==> config.mk <==
export PLATFORM = sky130hd
export DESIGN_NAME = alu_issue_ctrl
export DESIGN_NICKNAME = d
export VERILOG_FILES = /design/src/rtl/alu_issue_ctrl.sv
export SDC_FILE = /design/constraint.sdc
export NUM_CORES = 1
export LEC_CHECK = 0
export CAP_MARGIN = 20
export CORE_ASPECT_RATIO = 1.2
export CORE_MARGIN = 3
export CORE_UTILIZATION = 35
export DETAILED_ROUTE_END_ITERATION = 16
export PLACE_DENSITY = 0.68
export SETUP_SLACK_MARGIN = 0.02
export SLEW_MARGIN = 5
export SYNTH_ARGS = -nofsm -noshare
export SYNTH_HDL_FRONTEND = slang
export SYNTH_SLANG_ARGS = --single-unit
==> constraint.sdc <==
create_clock -name clk_i -period 2.2 [get_ports clk_i]
set_clock_uncertainty 0.2 [all_clocks]
set_input_delay 0.33 -clock clk_i [delete_from_list [all_inputs] [get_ports clk_i]]
set_output_delay 0.33 -clock clk_i [all_outputs]
set_load 0.01 [all_outputs]
==> src/rtl/alu_issue_ctrl.sv <==
// Issue controller for alu_16bit_low_power: one operation in flight, single-cycle enable
// pulse to the ALU, result and flags returned over a valid/ready response channel.
//
// state  | meaning
// IDLE   | req_ready high, waiting for a request
// ISSUE  | alu_en high for one cycle with operands driven
// WAIT   | operands isolated, down-counter covers ALU latency
// RESP   | rsp_valid high until rsp_ready
module alu_issue_ctrl #(
    parameter int DATA_W  = 16,
    parameter int ALU_LAT = 1,
    parameter int CNT_W   = 16
) (
    input  logic              clk_i,
    input  logic              rst_i,
    input  logic              req_valid_i,
    output logic              req_ready_o,
    input  logic [DATA_W-1:0] req_a_i,
    input  logic [DATA_W-1:0] req_b_i,
    input  logic [2:0]        req_op_i,
    output logic [DATA_W-1:0] alu_a_o,
    output logic [DATA_W-1:0] alu_b_o,
    output logic [2:0]        alu_op_o,
    output logic              alu_en_o,
    input  logic [DATA_W-1:0] alu_result_i,
    input  logic              alu_carry_i,
    output logic              rsp_valid_o,
    input  logic              rsp_ready_i,
    output logic [DATA_W-1:0] rsp_result_o,
    output logic              rsp_zero_o,
    output logic              rsp_carry_o,
    output logic [CNT_W-1:0]  op_count_o
);

    localparam int WCNT_W = (ALU_LAT < 2) ? 1 : $clog2(ALU_LAT + 1);

    typedef enum logic [1:0] {
        S_IDLE  = 2'd0,
        S_ISSUE = 2'd1,
        S_WAIT  = 2'd2,
        S_RESP  = 2'd3
    } state_t;

    state_t              state_q;
    logic                req_ready_q;
    logic [DATA_W-1:0]   alu_a_q;
    logic [DATA_W-1:0]   alu_b_q;
    logic [2:0]          alu_op_q;
    logic                alu_en_q;
    logic [WCNT_W-1:0]   wait_cnt_q;
    logic                rsp_valid_q;
    logic [DATA_W-1:0]   rsp_result_q;
    logic                rsp_zero_q;
    logic                rsp_carry_q;
    logic [CNT_W-1:0]    op_count_q;
    logic [CNT_W-1:0]    op_count_d;
    logic                accept;

    assign accept = (state_q == S_IDLE) && req_valid_i && req_ready_q;

    // Saturating: the counter sticks at all-ones instead of wrapping.
    always_comb begin
        op_count_d = op_count_q;
        if (op_count_q != {CNT_W{1'b1}}) begin
            op_count_d = op_count_q + CNT_W'(1);
        end
    end

    always_ff @(posedge clk_i) begin
        if (rst_i) begin
            state_q      <= S_IDLE;
            req_ready_q  <= 1'b0;
            alu_a_q      <= '0;
            alu_b_q      <= '0;
            alu_op_q     <= '0;
            alu_en_q     <= 1'b0;
            wait_cnt_q   <= '0;
            rsp_valid_q  <= 1'b0;
            rsp_result_q <= '0;
            rsp_zero_q   <= 1'b0;
            rsp_carry_q  <= 1'b0;
            op_count_q   <= '0;
        end else begin
            case (state_q)
                S_IDLE: begin
                    req_ready_q <= 1'b1;
                    if (accept) begin
                        alu_a_q     <= req_a_i;
                        alu_b_q     <= req_b_i;
                        alu_op_q    <= req_op_i;
                        alu_en_q    <= 1'b1;
                        req_ready_q <= 1'b0;
                        op_count_q  <= op_count_d;
                        state_q     <= S_ISSUE;
                    end
                end
                S_ISSUE: begin
                    alu_en_q   <= 1'b0;
                    alu_a_q    <= '0;
                    alu_b_q    <= '0;
                    wait_cnt_q <= WCNT_W'(ALU_LAT);
                    state_q    <= S_WAIT;
                end
                S_WAIT: begin
                    if (wait_cnt_q == '0) begin
                        // Zero flag is derived from the captured data, not the ALU's flag.
                        rsp_result_q <= alu_result_i;
                        rsp_carry_q  <= alu_carry_i;
                        rsp_zero_q   <= (alu_result_i == '0);
                        rsp_valid_q  <= 1'b1;
                        state_q      <= S_RESP;
                    end else begin
                        wait_cnt_q <= wait_cnt_q - WCNT_W'(1);
                    end
                end
                S_RESP: begin
                    if (rsp_ready_i) begin
                        rsp_valid_q <= 1'b0;
                        req_ready_q <= 1'b1;
                        state_q     <= S_IDLE;
                    end
                end
                default: begin
                    state_q     <= S_IDLE;
                    alu_en_q    <= 1'b0;
                    rsp_valid_q <= 1'b0;
                end
            endcase
        end
    end

    assign req_ready_o  = req_ready_q;
    assign alu_a_o      = alu_a_q;
    assign alu_b_o      = alu_b_q;
    assign alu_op_o     = alu_op_q;
    assign alu_en_o     = alu_en_q;
    assign rsp_valid_o  = rsp_valid_q;
    assign rsp_result_o = rsp_result_q;
    assign rsp_zero_o   = rsp_zero_q;
    assign rsp_carry_o  = rsp_carry_q;
    assign op_count_o   = op_count_q;

endmodule

==> flow_summary.json <==
{
  "synth_top_area_share": 0.503,
  "hold_violations": 0,
  "detailedPlacementHpwl_mm": 5.86,
  "cts_sinks": 75,
  "max-cap-violations": 0,
  "fillers": 767,
  "row_count": 36,
  "wire_per_inst_um": 13.6,
  "r2r-end": "op_count_o[13]",
  "hold_path.class": "reg -> reg",
  "antenna_cells_inserted": 0,
  "worst-endpoint-required_ns": 2.26,
  "synthesis.instances": 345,
  "clock_tree_from_tritoncts": "done",
  "postSynth.asyncResetShare": 0,
  "setup.worst_path.class": "reg -> reg",
  "relative_area_change_from_synthesis_to_final_layout_pct": 57.3,
  "mostFrequentLayoutCell": "sky130_fd_sc_hd__clkdlybuf4s50_1",
  "slew_viol_final": 0,
  "rrSetupSlack_ns": 0.12,
  "end_kind": "flip-flop",
  "floorplan.initialDensity": 0.364,
  "core_region_area_sq_mm": 0.00820,
  "leading_post_synthesis_cells_by_cell_area": "sky130_fd_sc_hd__dfxtp_1 50%, sky130_fd_sc_hd__a22oi_1 8.0%, sky130_fd_sc_hd__nand2_1 6.5%",
  "postSynthNetCount": 406,
  "global_route_wire_length_before_repair_mm": 13.3,
  "synthDistinctLibCells": 37,
  "synth-edff-count": 0,
  "preCtsSetupSlack_ns": -0.158,
  "clk_pin_slew_ns": 0.08,
  "antenna_found_initial": 0,
  "grt_setup_unrepaired": "no",
  "clock_latency_reported_for_the_late_side_of_the_worst_skew_pair_ns": 0.34,
  "cellPowerDensity_mw_per_mm2": 846,
  "via_to_cell_ratio": 4.95,
  "die_width_um": 90.3,
  "timing.fmax_mhz": 481,
  "yosysSeqAreaShare": 0.503,
  "worst-r2r-cell-count": 6,
  "setup-violations-final": 0,
  "finalNetCount": 544,
  "synth.largest_area_cell": "sky130_fd_sc_hd__dfxtp_1",
  "gr-total-overflow": 0,
  "finalWorstSetupSlack_ns": 0.123,
  "slew-limit-headroom": 0.566,
  "timing.final.crit_period_ns": 2.08,
  "portBuffers": 127,
  "antenna_violating_nets_post_route": 0,
  "crit_fanout": 4,
  "leakagePower_nw": 1.69,
  "multi_input_area_sq_mm": 0.00140,
  "io_pins": 128,
  "final-seq-area_sq_mm": 0.00150,
  "mostFrequentLayoutCells": "126 x sky130_fd_sc_hd__clkdlybuf4s50_1, 75 x sky130_fd_sc_hd__dfxtp_1, 52 x sky130_fd_sc_hd__nand2_1",
  "status": "complete, no violations",
  "fin_hold_ws_ns": 0.255,
  "clockBufferDepth": 2,
  "hold_wc_startpoint": "rsp_result_o[11]",
  "grt_pass1_vias": 2778,
  "clockRootBuffer": "sky130_fd_sc_hd__clkbuf_8",
  "routed_vias": 2977,
  "hold_depth": 2,
  "die_h_um": 107,
  "post_route_cells_drive_above_1_share": 0.113,
  "max_slew.worst_pin.slew_ns": 0.651,
  "place.gp.congestion": 0.769,
  "synthFlopType": "sky130_fd_sc_hd__dfxtp_1",
  "die_area_sq_mm": 0.00968,
  "startpoint_type": "flip-flop",
  "initialDrtViolationCount": 141,
  "pin_count_of_the_biggest_net_entering_global_routing": 38,
  "globalRouteTotalUtil": 0.168,
  "yosys_register_bits": 75,
  "timing.hold.worst_endpoint": "rsp_result_o[11]",
  "drcViolationCount": 0,
  "cts.htree.levels": 3,
  "crit-reg2reg-launch": "state_q[0]",
  "ir_worst_vdd_mv": 0.476,
  "syn_area_sq_mm": 0.00299,
  "cts-buffers-inserted": 9,
  "drt-total-wl_mm": 8.19,
  "critical_path_arrival_ns": 2.14,
  "layout_worst_path_cycle_share": 0.944,
  "syn_area_per_cell_sq_um": 8.65,
  "drt_pass1_iterations": 6,
  "synth.yosys.warnings": 0
}
-- final cells by class --
class / count / area share
Sequential cell: 75 / 0.320
Timing Repair Buffer: 149 / 0.311
Multi-Input combinational cell: 242 / 0.298
Tap cell: 114 / 0.0304
Clock buffer: 10 / 0.0272
Clock inverter: 6 / 0.00879
Inverter: 6 / 0.00480
-- through the flow --
stage	std cells	utilization	total power, mW	setup TNS [ns]	instance area (sq um)
4_1_cts	602	0.571	4.00	0	4680
3_3_place_gp	585	0.549	3.04	-0.227	4500
2_1_floorplan	345	-	2.36	0	2990
5_1_grt	602	0.573	4.22	0	4700
3_5_place_dp	586	0.551	3.07	-0.391	4510
6_report	602	0.573	3.97	0	4700
-- flip-flops by register name (all words and copies together) (netlist names) --
signal        flops
op_count_o       16
alu_op_o          3
alu_a_o          16
req_ready_o       1
rsp_valid_o       1
rsp_result_o     16
rsp_carry_o       1
alu_en_o          1
rsp_zero_o        1
alu_b_o          16
wait_cnt_q        1
state_q           2
-- per-layer routing --
layer	up-vias	track usage	wire (um)
met4	0	0.0722	85
li1	1490	-	-
met3	5	0.0498	561
met2	100	0.282	3960
met1	1382	0.200	3580
met5	-	0	0
-- where the power goes --
group / switching, mW / internal, mW
logic: 0.660 / 0.727
clock network: 0.511 / 0.409
registers: 0.116 / 1.55
-- worst max-delay path, cell delays in order, from the launching register on --
cell and delay [ns]:
sky130_fd_sc_hd__dfxtp_1 0.35, sky130_fd_sc_hd__inv_2 0.09, sky130_fd_sc_hd__ha_4 0.15, sky130_fd_sc_hd__nand4_1 0.12, sky130_fd_sc_hd__or4_4 0.53, sky130_fd_sc_hd__or4_1 0.42, sky130_fd_sc_hd__a21oi_1 0.14
-- cells in the mapped netlist, drive strengths merged (6+ instances only) --
cell,number
dfxtp,75
clkbuf,18
nor2b,10
inv,6
mux2,8
a22oi,32
nand2,52
a21oi,33
nor2,50
nand4,7
-- cell families (layout without fill, tap and decap cells) --
group | Yosys count | after routing | synth area share
compound gates | 79 | 79 | 0.171
fa+ha+maj | 5 | 5 | 0.0210
buf+inv | 28 | 171 | 0.0360
flops | 75 | 75 | 0.503
mux | 10 | 10 | 0.0369
simple gates | 148 | 148 | 0.232
-- worst max-delay path by stage --
stage,start,endpoint,slack (ns),cells past startpoint
CTS,state_q[0],op_count_o[13],0.03,6
global placement,req_valid_i,op_count_o[13],-0.12,5
finish,state_q[0],op_count_o[13],0.12,6
detailed placement,req_valid_i,op_count_o[13],-0.16,5
global route,state_q[0],op_count_o[13],0.05,6
floorplan,state_q[0],op_count_o[9],0.07,7
-- timing repair --
| action | 4_1_cts | 5_1_grt |
|---|---|---|
| setup buffers | 0 | 0 |
| gates resized for setup | 0 | 4 |
| hold buffers | 0 | 0 |
| endpoints found under the setup margin | 0 | 3 |
(Power assumes the default switching activity.)
